$ cat src/rtl/tlul_mem_arbiter.sv
// Round-robin arbiter sharing one TL-UL memory port between NumHosts requesters.
// An in-order FIFO of grant indices steers each D-channel beat back to its issuer.
package tlul_pkg;
  localparam logic [2:0] PutFullData    = 3'd0;
  localparam logic [2:0] PutPartialData = 3'd1;
  localparam logic [2:0] Get            = 3'd4;
  localparam logic [2:0] AccessAck      = 3'd0;
  localparam logic [2:0] AccessAckData  = 3'd1;

  typedef struct packed {
    logic        a_valid;
    logic [2:0]  a_opcode;
    logic [2:0]  a_param;
    logic [1:0]  a_size;
    logic [7:0]  a_source;
    logic [31:0] a_address;
    logic [3:0]  a_mask;
    logic [31:0] a_data;
    logic        d_ready;
  } tl_h2d_t;

  typedef struct packed {
    logic        d_valid;
    logic [2:0]  d_opcode;
    logic [2:0]  d_param;
    logic [1:0]  d_size;
    logic [7:0]  d_source;
    logic        d_sink;
    logic [31:0] d_data;
    logic        d_error;
    logic        a_ready;
  } tl_d2h_t;
endpackage

module tlul_mem_arbiter #(
  parameter int NumHosts       = 2,
  parameter int MaxOutstanding = 4,
  localparam int HostIdxW      = (NumHosts > 1) ? $clog2(NumHosts) : 1
) (
  input  logic              clk_i,
  input  logic              rst_i,
  input  tlul_pkg::tl_h2d_t host_req_i [NumHosts],
  output tlul_pkg::tl_d2h_t host_rsp_o [NumHosts],
  output tlul_pkg::tl_h2d_t dev_req_o,
  input  tlul_pkg::tl_d2h_t dev_rsp_i,
  output logic              busy_o,
  output logic              err_o
);
  localparam int PtrW = (MaxOutstanding > 1) ? $clog2(MaxOutstanding) : 1;
  localparam int CntW = $clog2(MaxOutstanding + 1);
  localparam logic [CntW-1:0] Depth = CntW'(MaxOutstanding);

  typedef enum logic {IDLE, LOCKED} state_t;

  state_t                state_reg, state_next;
  logic [HostIdxW-1:0]   grant_reg, grant_next;
  logic [HostIdxW-1:0]   rr_reg, rr_next;
  logic [HostIdxW-1:0]   grant, search_idx, cand, head;
  logic                  search_hit, req_present;
  logic [HostIdxW-1:0]   fifo_mem [MaxOutstanding];
  logic [PtrW-1:0]       wr_ptr_reg, rd_ptr_reg;
  logic [CntW-1:0]       count_reg;
  logic                  err_reg;
  logic                  full, empty, push, pop;
  logic                  a_valid_dev, d_ready_dev;

  function automatic logic [HostIdxW-1:0] next_host(input logic [HostIdxW-1:0] h);
    if (int'(h) == NumHosts - 1) return '0;
    return h + 1'b1;
  endfunction

  function automatic logic [PtrW-1:0] next_ptr(input logic [PtrW-1:0] p);
    if (int'(p) == MaxOutstanding - 1) return '0;
    return p + 1'b1;
  endfunction

  assign full  = (count_reg == Depth);
  assign empty = (count_reg == '0);
  assign head  = fifo_mem[rd_ptr_reg];

  // Descending scan so the smallest offset from the RR pointer wins.
  always_comb begin
    search_hit = 1'b0;
    search_idx = '0;
    cand       = '0;
    for (int off = NumHosts - 1; off >= 0; off--) begin
      cand = HostIdxW'((int'(rr_reg) + off) % NumHosts);
      if (host_req_i[cand].a_valid) begin
        search_hit = 1'b1;
        search_idx = cand;
      end
    end
  end

  assign grant       = (state_reg == LOCKED) ? grant_reg : search_idx;
  assign req_present = (state_reg == LOCKED) ? host_req_i[grant_reg].a_valid : search_hit;
  // Full is judged on the registered count only; a same-cycle pop does not free a slot.
  assign a_valid_dev = req_present && !full && !rst_i;
  assign push        = a_valid_dev && dev_rsp_i.a_ready;
  // With nothing outstanding, stray beats are sunk so the device never stalls on them.
  assign d_ready_dev = !rst_i && (empty || host_req_i[head].d_ready);
  assign pop         = dev_rsp_i.d_valid && d_ready_dev && !empty;

  always_comb begin
    dev_req_o         = host_req_i[grant];
    dev_req_o.a_valid = a_valid_dev;
    dev_req_o.d_ready = d_ready_dev;
  end

  always_comb begin
    for (int i = 0; i < NumHosts; i++) begin
      host_rsp_o[i] = '0;
      if (!rst_i && !empty && int'(head) == i) begin
        host_rsp_o[i] = dev_rsp_i;
      end
      host_rsp_o[i].a_ready = a_valid_dev && (int'(grant) == i) && dev_rsp_i.a_ready;
    end
  end

  always_comb begin
    state_next = state_reg;
    grant_next = grant_reg;
    rr_next    = rr_reg;
    case (state_reg)
      IDLE: begin
        if (push) begin
          rr_next = next_host(grant);
        end else if (a_valid_dev) begin
          grant_next = grant;
          state_next = LOCKED;
        end
      end
      LOCKED: begin
        if (push) begin
          rr_next    = next_host(grant_reg);
          state_next = IDLE;
        end
      end
      default: state_next = IDLE;
    endcase
  end

  always_ff @(posedge clk_i or posedge rst_i) begin
    if (rst_i) begin
      state_reg  <= IDLE;
      grant_reg  <= '0;
      rr_reg     <= '0;
      wr_ptr_reg <= '0;
      rd_ptr_reg <= '0;
      count_reg  <= '0;
      err_reg    <= 1'b0;
    end else begin
      state_reg <= state_next;
      grant_reg <= grant_next;
      rr_reg    <= rr_next;
      if (push) wr_ptr_reg <= next_ptr(wr_ptr_reg);
      if (pop)  rd_ptr_reg <= next_ptr(rd_ptr_reg);
      case ({push, pop})
        2'b10:   count_reg <= count_reg + 1'b1;
        2'b01:   count_reg <= count_reg - 1'b1;
        default: count_reg <= count_reg;
      endcase
      if (dev_rsp_i.d_valid && d_ready_dev && empty) err_reg <= 1'b1;
    end
  end

  // Index storage needs no reset: entries are only read once the count says they are valid.
  always_ff @(posedge clk_i) begin
    if (push) fifo_mem[wr_ptr_reg] <= grant;
  end

  assign busy_o = !empty || (state_reg == LOCKED);
  assign err_o  = err_reg;
endmodule

$ cat config.mk
export PLATFORM = sky130hd
export DESIGN_NAME = tlul_mem_arbiter
export DESIGN_NICKNAME = d
export VERILOG_FILES = /design/src/rtl/tlul_mem_arbiter.sv
export SDC_FILE = /design/constraint.sdc
export NUM_CORES = 1
export LEC_CHECK = 0
export CORE_AREA = 2 2 165 167
export DETAILED_ROUTE_END_ITERATION = 10
export DIE_AREA = 0 0 167 169
export SETUP_SLACK_MARGIN = 0.2
export SYNTH_ARGS = -nofsm -noshare
export SYNTH_HDL_FRONTEND = slang
export SYNTH_SLANG_ARGS = --single-unit
$ cat constraint.sdc
create_clock -name clk_i -period 2.6 [get_ports clk_i]
set_clock_uncertainty 0.15 [all_clocks]
set_input_delay 0.26 -clock clk_i [delete_from_list [all_inputs] [get_ports clk_i]]
set_output_delay 0.26 -clock clk_i [all_outputs]
set_load 0.05 [all_outputs]
# ---- After elaboration in Yosys (flattened, before gate mapping)
# Memories as Yosys holds them, arrays and structs flattened.
# Index checks and enable logic that the tools add are counted.
dict set report word_totals {
  register_bits 11
  output_inout_bits 192
  memories 1
  ram_bits 4
  in_bits 226
}
dict set report op_classes {
  mux 51
  eq_ne 7
  n_bitwise 9
  add_sub_neg 7
  reduce_logical 23
  order_cmp 5
}
# name depth word_bits rd rd_ports_with_merged_regs wr line_no
set mem_list {}
lappend mem_list {fifo_mem 4 1 1 0 1 60} ;# logic [HostIdxW-1:0] fifo_mem [MaxOutstanding];
# operator n
set ops {}
lappend ops {{$mux 86} 9}
lappend ops {{$mux 85} 3}
lappend ops {{$mux 52} 2}
lappend ops {{$mux 1} 30}
lappend ops {{$logic_and 1x1->1} 14}
lappend ops {{$ge 2x2->1 const B} 5}
lappend ops {{$not 1->2} 5}
lappend ops {{$mux 2} 4}
lappend ops {{$eq 2x1->1 const B} 3}
lappend ops {{$pmux 3 s2} 1}
lappend ops {{$add 2x1->2 const B} 2}
lappend ops {{$not 1->1} 4}
lappend ops {{$pmux 1 s2} 2}
lappend ops {{$add 1x1->1 const B} 3}
lappend ops {{$add 3x1->3 const B} 1}
lappend ops {{$eq 3x3->1 const B} 1}
lappend ops {{$logic_not 1->1} 3}
lappend ops {{$logic_not 3->1} 1}
lappend ops {{$reduce_and 3->1} 1}
lappend ops {{$sub 3x1->3 const B} 1}
lappend ops {{$eq 2x2->1 const B} 1}
lappend ops {{$logic_or 1x1->1} 2}
lappend ops {{$ne 2x1->1 const B} 1}
lappend ops {{$ne 2x2->1 const B} 1}
lappend ops {{2 further kinds} 2}

# ---- Longest topological paths before layout
dict set report logic_depth {
  ltp_word 16
  ltp_mapped 11
}

# ---- Worst setup path after synthesis
# Ideal clock, no wire load.
dict set report synth_path {
  path_type {flip-flop to flip-flop}
  from {register rd_ptr_reg[0]}
  to {register count_reg[2]}
  path_stages_with_launch 10
  setup_ns 0.079
  path_buffers 0
  arrival_time_ns 2.309
  path_slack_ns 0.062
  synth_period_minus_slack_ns 2.538
  path_cell_list {dfrtp_1 > mux4_2 > mux2i_1 > nor2_1 > ha_1 > inv_1 > fa_1 > xor2_1 > nor2_1 > xor2_1}
}
dict set report synth_via {
  elab_chain_len 11
  word_cells_on_any_way 13
  classes_between {2 x eq/ne; 4 x mux; 1 x bitwise; 5 x reduce/logical; 1 x memory}
}
# item line_no
set synth_rtl {}
lappend synth_rtl {{start, declared} 61} ;# logic [PtrW-1:0] wr_ptr_reg, rd_ptr_reg;
lappend synth_rtl {{start signal, assigned} 157} ;# if (pop) rd_ptr_reg <= next_ptr(rd_ptr_reg);
lappend synth_rtl {{$mem_v2 4x1 (*)} --}
lappend synth_rtl {{$not 1->2 (implied by the code) (*)} 101} ;# assign d_ready_dev = !rst_i && (empty || host_req_i[head].d_ready);
lappend synth_rtl {{$mux 1 (implied by the code) (*) (3 in a row)} 101}
lappend synth_rtl {{$logic_or 1x1->1 (*)} 101}
lappend synth_rtl {{$logic_and 1x1->1 (*)} 101}
lappend synth_rtl {{$logic_and 1x1->1 (*) (2 in a row)} 102} ;# assign pop = dev_rsp_i.d_valid && d_ready_dev && !empty;
lappend synth_rtl {{via pop} 64} ;# logic full, empty, push, pop;
lappend synth_rtl {{$eq 2x1->1 or $eq 2x2->1 (tied branches)} 158} ;# case ({push, pop})
lappend synth_rtl {{$pmux 3 s2 or $reduce_bool 2->1 (tied branches)} --}
lappend synth_rtl {{end signal, assigned} 159} ;# 2'b10: count_reg <= count_reg + 1'b1;
lappend synth_rtl {{end signal, assigned} 160} ;# 2'b01: count_reg <= count_reg - 1'b1;
lappend synth_rtl {{end signal, assigned} 161} ;# default: count_reg <= count_reg;
lappend synth_rtl {{end, declared} 62} ;# logic [CntW-1:0] count_reg;
# The timed path passes the listed nets; every way through them passes the cells marked *. The select of a mux whose other input is x is not followed.
# A chain may end at the register's enable or synchronous reset.

# ---- Worst setup path after layout
# Ends and elaborated chain as after synthesis.

==> results.toml <==
[placement]
placedInstanceArea_mm2 = 0.00815
routabilityCongestion = 0.852
io_buffers = 417
hpwl_mm = 17.3

[yosys]
yosysTopAreaCellShare_pct = 38.4
synth-main-ff-cell = "dfrtp_1"
ys_top_cells_by_area = "mux2_2 38%, and3_1 20%, dfrtp_1 11%"
synth_nets = 539
synthCells = 306
yosysTopAreaCell = "mux2_2"
syn_avg_cell_area_um2 = 8.35
yosys-top-cells-count = "87 x mux2_2, 81 x and3_1, 32 x nor2_1, 18 x clkbuf_1, 15 x nand2_1"
yosys.cell_count.top_type = "mux2_2"
postSynth.asyncResetShare_pct = 73.3
yosysWarnings = 0
syn_area_mm2 = 0.00255
synth_edf_count = 4
seq_area_frac_synth_pct = 15.5
synth.distinct_cells = 29
ys_seq_elements = 15

[clocking]
clock_latency_ns = 0.24
cts.sinks = 15
root_buffer = "clkbuf_16"
clk_pin_slew_ns = 0.05
numCtsBuffers = 3
cts_tree = "yes"
clk_path_buf_depth = 2
htreeDepth = 1

[route]
via_count = 4055
finalWirelength_mm = 20.2
drc = 0
drt-initial-drc-count = 147
firstDrtPassIters = 4
via_per_inst = 3.77
wl_per_cell_um = 18.8
drtAntennaViolNets = 0

[timing]
post-route-period-util_pct = 92.7
hold_viol = 0
rsz0062_at_grt = "true"
max-slew-margin-rel_pct = 64.9
tightest_slew_ns = 0.525
fin_hold_ws_ns = 0.271
fin_tns_setup_ns = 0
layout_min_cycle_time_ns = 2.41
max_freq_mhz = 415
finalMaxSlewViolations = 0
setup_viol_count_final = 0

[pwr]
ir_drop_mv = 0.730
power_mw = 9.74
p_seq_share_pct = 4.6
cellPowerDensity_mw_per_mm2 = 1140
power.internal_mw = 4.50
p_sw_share_pct = 53.8
p_leak_nw = 3.78
switchingPower_mw = 5.25
power_frac_comb_pct = 92.4
pwr-share-clk_pct = 3.0

[worst_setup_path]
cp_max_fo = 2
critPathSlowestCell = "mux4_2"
crit_path_frequent_cell = "xor2_1"
max_stage_delay_ns = 0.53
startpoint = "rd_ptr_reg[0]$_DFFE_PP0P_"
end_kind = "flip-flop"
path_class = "flip-flop to flip-flop"
crit_chain = "mux4_2 -> mux2i_2 -> nor2_2 -> ha_2 -> inv_1 -> fa_2 -> xor2_1 -> nor2_1 -> xor2_1"
arrival_ns = 2.42
worst_ep_required_time_ns = 2.61
timing.rr.start = "rd_ptr_reg[0]$_DFFE_PP0P_"
r2r_cells = 9
start_kind = "flip-flop"

[final_layout]
post_route_cells_drive_above_1_share_pct = 44.7
register_area_um2 = 397
final.fill_count = 2654
area.growth.synth_to_final_pct = 236
largest_register_ffs = 4
final_nets = 967
multi_input_area_mm2 = 0.00205
fin_area_mm2 = 0.00858

[floorplan]
start_util_pct = 9.64
rows = 60
dieHeight_um = 169
die_w_um = 167
io_pins = 418
core_mm2 = 0.0265
die_area_mm2 = 0.0282

[grt]
grt_pass1_vias = 4240
grtUsageTotal_pct = 13.4
antenna_found_initial = 2
overflow = 0
grt_max_degree = 59
grt_pass1_wl_mm = 28.2

[flow_run]
maxCapViolations = 0

[worst_hold_path]
hold_path.class = "input pin to async pin"

[outcome]
status = "complete, no violations"
## layer usage
layer / routed length, um / vias to the layer above / GRT usage (%)
met5: 0 / - / 0
met2: 10300 / 263 / 24.1
met1: 7960 / 1841 / 16.0
met3: 1600 / 12 / 3.48
met4: 307 / 0 / 2.81
li1: - / 1939 / -
## repair_timing
action / 4_1_cts / 5_1_grt
hold endpoints to repair: 0 / 0
setup buffers: 8 / 2
cloned: 3 / 0
endpoints found under the setup margin: 72 / 77
pin swaps: 5 / 1
hold buffers: 0 / 0
resized for setup: 47 / 7
## layout make-up
| type | instances | area share [%] |
|---|---|---|
| timing repair buffer | 454 | 65.1 |
| multi-input combinational | 250 | 23.9 |
| tap | 341 | 4.97 |
| sequential | 15 | 4.62 |
| clock buffer | 4 | 0.918 |
| inverter | 10 | 0.437 |
| antenna | 2 | 0.0583 |
## cells in the final DEF, fill, tap and decap left out, types with 9 or more instances in the layout
cell             instances
dfrtp_1                 10
buf_6                   35
nand2_1                 15
mux2_2                  83
buf_4                   75
inv_1                    9
clkdlybuf4s50_1        225
nor2_1                  30
buf_12                 112
and3_1                  81
## cell families after synthesis
logic type,synth area share [%]
AOI/OAI and AO/OA,1.71
xor gates and xnor gates,1.03
adders and majority gates,3.72
buffers and inverters,6.81
DFF,15.5
muxes,42.1
and+or+nand+nor,29.2
## power groups by stage
| stage | clock (mW) | combinational [mW] | sequential, mW |
|---|---|---|---|
| after CTS | 0.296 | 9.05 | 0.451 |
| final | 0.290 | 9.00 | 0.452 |
| after global placement | 0 | 8.39 | 0.445 |
| after global routing | 0.313 | 9.37 | 0.468 |
| after detailed placement | 0 | 8.41 | 0.450 |
| after floorplan | 0 | 4.94 | 0.453 |
## through the flow
step / utilization (%) / cells / worst slack, ns
floorplan: - / 306 / 0.0673
global placement: 30.7 / 1057 / 0.0975
detailed placement: 30.7 / 1057 / 0.0693
CTS: 32.2 / 1072 / 0.170
global route: 32.4 / 1076 / 0.0587
finish: 32.4 / 1076 / 0.190
## worst max-delay path, delay by kind of cell (launching register included)
kind,cells,cell delay [ns]
muxes,2,0.71
DFF,1,0.36
adders and majority gates,2,0.53
and+or+nand+nor,2,0.23
xor gates and xnor gates,2,0.29
buffers and inverters,1,0.05
## path summary, 6_finish.rpt
check	to	slack, ns
worst min-delay path	count_reg[1]$_DFFE_PP0P_	0.27
worst max-delay path	count_reg[2]$_DFFE_PP0P_	0.19
worst min register to register	err_o$_DFFE_PP0P_	0.32
worst max register to register	count_reg[2]$_DFFE_PP0P_	0.19
max in group asynchronous	async pin	1.71
min in group clk_i	err_o$_DFFE_PP0P_	0.32
Power figures use the tool's default switching activity.
==> edit 1, RTL diff (same settings) <==
Change the parameter `NumHosts` from 2 to 1.
--- a/src/rtl/tlul_mem_arbiter.sv
+++ b/src/rtl/tlul_mem_arbiter.sv
@@ -33,7 +33,7 @@
 endpackage
 
 module tlul_mem_arbiter #(
-  parameter int NumHosts       = 2,
+  parameter int NumHosts       = 1,
   parameter int MaxOutstanding = 4,
   localparam int HostIdxW      = (NumHosts > 1) ? $clog2(NumHosts) : 1
 ) (
Ports: changed (resized host_req_i and host_rsp_o); port bits go from 418 to 280. The function was not compared with the original's and may differ.
==> edit 1 against the original RTL <==
Power down 71%; first-iteration DRC count down 89%; worst setup slack worse by 0.051 ns; area after synthesis down 31%; sequential cell count down 1; cell area down 60%; non-clock buffer count down 332; routed wire length down 70%; largest power group unchanged.
==> edit 1: results (changes against the original RTL) <==
Outcome
  – Status: finished clean

Final layout
  – Multi-input combinational area share: 22.2% (-1.7 points)
  – Final net count: 387 (-60%)
  – Synth-to-layout area growth: 95.4%
  – Fillcell total: 2961 (+12%)
  – Multi-input logic cell count: 91 (-64%)
  – Layout clock area frac: 2.29% (+1.4 points)
  – Non-clock buffers: 122 (-73%)
  – Seq/total area: 10.8% (+6.1 points)
  – Inverters: 8 (-2)
  – Antenna Diode Count: 0 (-2)

Synth
  – Post-synthesis mux area share: 4.97% (-37 points)
  – Async set or reset register ratio after synthesis: 71.4% (-1.9 points)
  – Post-synthesis adder-cell area fraction: 5.40% (+1.7 points)
  – Post-synthesis compound-gate area fraction: 0.923% (-0.79 points)
  – Synth Area in XOR/XNOR: 1.49% (+0.46 points)
  – Register area share after synthesis: 21.0% (+5.5 points)
  – Syn_nets: 351 (-35%)
  – Top cells by area, synth: buf_4, dfrtp_1, and2_2, and2_1, edfxtp_1
  – Synthesized area per cell: 8.64 sq um (+3.5%)
  – Synth top cells by count: buf_4, and2_1, and2_2, dfrtp_1, inv_1

Worst hold path
  – Hold crit path type: register to register

Power and ir drop
  – Cell Int Power: 1600 uW (-64%)
  – Peak supply drop: 590 uV (-19%)
  – LEAKAGE: 0.00133 uW (-65%)

Detailed routing
  – Routed wl met3: 719 microns (-55%)
  – WL/cell: 10.3 microns (-45%)
  – Via count: 1327 (-67%)
  – Vias per cell: 2.29 (-39%)
  – Met2 wire len: 2690 microns (-74%)
  – DR iter-0 viols: 16 (-89%)

Placed design
  – # placed instances: 571 (-46%)
  – Placed Instance Area: 3200 sq um (-61%)
  – Post-DP HPWL: 4260 microns (-75%)
  – Pre-CTS setup slack: 0.228 ns (+0.159 ns)
  – GP Congestion: 0.646 (-24%)

GRT
  – Met1 GRT Util: 3.96% (-12 points)
  – Largest net degree at the start of global routing: 50 (-15%)
  – First-pass GRT wire length: 7160 microns (-75%)
  – Met3 usage: 1.99% (-1.5 points)
  – Initial antenna violation count: 0 (-2)

Worst setup path
  – CP peak stage delay: 0.55 ns (+0.02 ns)

CTS
  – Clk sinks: 14 (-1)
  – Post-CTS setup buffer count: 0 (-8)
[edit 1: power groups by stage]
stage                     clock network, uW  registers (uW)  logic (uW)
after global placement                    0             367        1980
final                                   296             368        2210
after floorplan                           0             376        1350
after CTS                               303             368        1990
after global routing                    314             381        2330
after detailed placement                  0             371        1990
[edit 1: path summary, 6_finish.rpt]
kind,from,slack (ns),endpoint,cells after the start
worst max-delay path,rd_ptr_reg[0]$_DFFE_PP0P_,0.14,host_rsp_o[32],6
worst min-delay path,err_o$_DFFE_PP0P_,0.35,err_o$_DFFE_PP0P_,1
worst max register to register,count_reg[0]$_DFFE_PP0P_,0.41,count_reg[2]$_DFFE_PP0P_,9
worst min register to register,err_o$_DFFE_PP0P_,0.35,err_o$_DFFE_PP0P_,1
max in group asynchronous,rst_i,1.55,rd_ptr_reg[1]$_DFFE_PP0P_,3
min in group asynchronous,rst_i,0.45,err_o$_DFFE_PP0P_,3
==> edit 2, RTL diff (same flow settings) <==
Made on the original files. Register the output `err_o` once more; this adds one clock of latency there. The other outputs are not delayed to match.
--- a/src/rtl/tlul_mem_arbiter.sv
+++ b/src/rtl/tlul_mem_arbiter.sv
@@ -170,6 +170,8 @@
   end
 
   assign busy_o = !empty || (state_reg == LOCKED);
-  assign err_o  = err_reg;
+  always_ff @(posedge clk_i) begin
+    err_o <= err_reg;
+  end
 endmodule
 
Check against the original RTL: not equivalent (a bounded check fails within 4 cycles, from zero or initial values and one cycle with rst_i high).
==> edit 2 against the original RTL <==
Power grew 6.9%; sequential power grew 6.4%; cell area grew 4.7%; maximum frequency shrank 1.3%; worst setup slack lost 0.031 ns; area after synthesis grew 0.88%; critical path depth is the same; routed wire length grew 6.5%; sequential cell count grew 1; non-clock buffer count shrank 2.
==> edit 2: results (changes against the original RTL) <==
Worst setup path
  – RR Startpoint: rd_ptr_reg[0]$_DFFE_PP0P_
  – CP peak stage delay: 0.53 ns (about the same)
  – Reg-to-Reg End: count_reg[2]$_DFFE_PP0P_
  – Max Fanout on Critical Path: 2 (unchanged)
  – Crit path max-delay family: multiplexers
  – Worst-case reg-to-reg path depth: 9 (unchanged)

Placed design
  – IO buf count: 417 (unchanged)
  – Pre-CTS setup slack: 0.0508 ns (-0.0185 ns)
  – Placed Instance Area: 8550 sq um (+4.9%)
  – Post-DP HPWL: 17600 microns (+2.0%)
  – GP Congestion: 0.815 (-4.3%)

GRT
  – Initial antenna violation count: 2 (unchanged)
  – Vias in the first global route: 4292 (+1.2%)
  – Largest net degree at the start of global routing: 91 (+54%)
  – First-pass GRT wire length: 28500 microns (+1.1%)
  – GRT Util Overall: 13.6% (+0.17 points)

Detailed routing
  – Via count: 4086 (+0.76%)
  – DR iter-0 viols: 135 (-8.2%)
  – Pre-Repair DR Iteration Count: 4 (unchanged)
  – WL/cell: 20.0 microns (+6.7%)

Final layout
  – Fillcell total: 2669 (+0.57%)
  – Final Util: 33.9% (+1.5 points)
  – Finished Layout Cells: 1074 (-0.19%)
  – Final net count: 966 (-0.10%)
  – Layout cells sized above 1: 45.5% (+0.74 points)
  – Max reg flops: 4 (unchanged)

Synth
  – Synth top cells by count: mux2_2, and3_1, nor2_1, clkbuf_1, nand2_1
  – Register area share after synthesis: 16.1% (+0.64 points)
  – Synthesized area per cell: 8.39 sq um (+0.55%)
  – Async set or reset register ratio after synthesis: 68.8% (-4.6 points)
  – Top cells by area, synth: mux2_2, and3_1, dfrtp_1, edfxtp_1, nor2_1
  – Syn_nets: 540 (+0.19%)
  – Ys flop type: dfrtp_1
  – Post-synth EDFFs: 4 (unchanged)
  – Synth unique cells: 31 (+6.9%)

Power and ir drop
  – Peak supply drop: 849 uV (+16%)
  – Cell Int Power: 4970 uW (+10%)
  – Comb power frac: 92.4% (about the same)
  – Clock Power: 306 uW (+6%)
  – Sw Share: 52.4% (-1.5 points)
  – LEAKAGE: 0.00391 uW (+3.5%)

CTS
  – CTS root buf: clkbuf_16
  – Clk slew on worst S/H paths: 0.05 ns (about the same)
  – H-tree levels: 1 (unchanged)
  – TritonCTS Buffers: 3 (unchanged)
  – CTS max path bufs: 2 (unchanged)
  – Insertion delay to the later sink of the worst-skew pair: 0.25 ns

STA
  – Hold WS: 0.224 ns (-0.0469 ns)
  – Final WS setup: 0.159 ns (-0.0311 ns)
  – Max-slew headroom: 66.3% (+1.4 points)

Worst hold path
  – Hold endpoint: err_o$_DFF_P_
  – Hold crit path type: register to register

Outcome
  – Status: finished clean
-- edit 2: cell types whose count changed after synthesis, sizes merged --
cell   delta
dfxtp     +1
-- edit 2: routing by layer --
layer | GRT usage (%) | up-vias | share of wire [%]
met1 | 15.3 | 1876 | 38
met5 | 0 | - | 0.061
li1 | - | 1942 | -
met4 | 1.95 | 2 | 0.82
met2 | 25.2 | 256 | 53
met3 | 4.44 | 10 | 8.5
-- edit 2: worst max-delay path by stage --
stage | from | to
global placement | host_req_i[85] | dev_req_o[71]
floorplan | rd_ptr_reg[0]$_DFFE_PP0P_ | count_reg[2]$_DFFE_PP0P_
CTS | rd_ptr_reg[0]$_DFFE_PP0P_ | count_reg[2]$_DFFE_PP0P_
detailed placement | host_req_i[85] | dev_req_o[71]
finish | rd_ptr_reg[0]$_DFFE_PP0P_ | count_reg[2]$_DFFE_PP0P_
global route | rd_ptr_reg[0]$_DFFE_PP0P_ | count_reg[2]$_DFFE_PP0P_
-- edit 2: kinds of logic after synthesis --
| logic type | count (synthesis) | synth area share, % |
|---|---|---|
| fa+ha+maj | 7 | 3.69 |
| xor+xnor | 3 | 1.02 |
| compound gates | 7 | 1.70 |
| buf+inv | 41 | 6.75 |
| flops | 16 | 16.1 |
| simple gates | 138 | 29.0 |
| mux | 95 | 41.7 |
-- edit 2: layout make-up --
type	instances	area share, %
antenna	1	0.0278
tap	341	4.75
inverter	10	0.418
timing repair buffer	452	66.2
multi-input combinational	250	23.1
sequential	16	4.64
clock buffer	4	0.877
-- edit 2: timing repair --
action	in CTS	in global routing
endpoints found under the setup margin	77	45
pin swaps	5	0
resized for setup	27	7
setup buffers	7	1
cloned	1	5
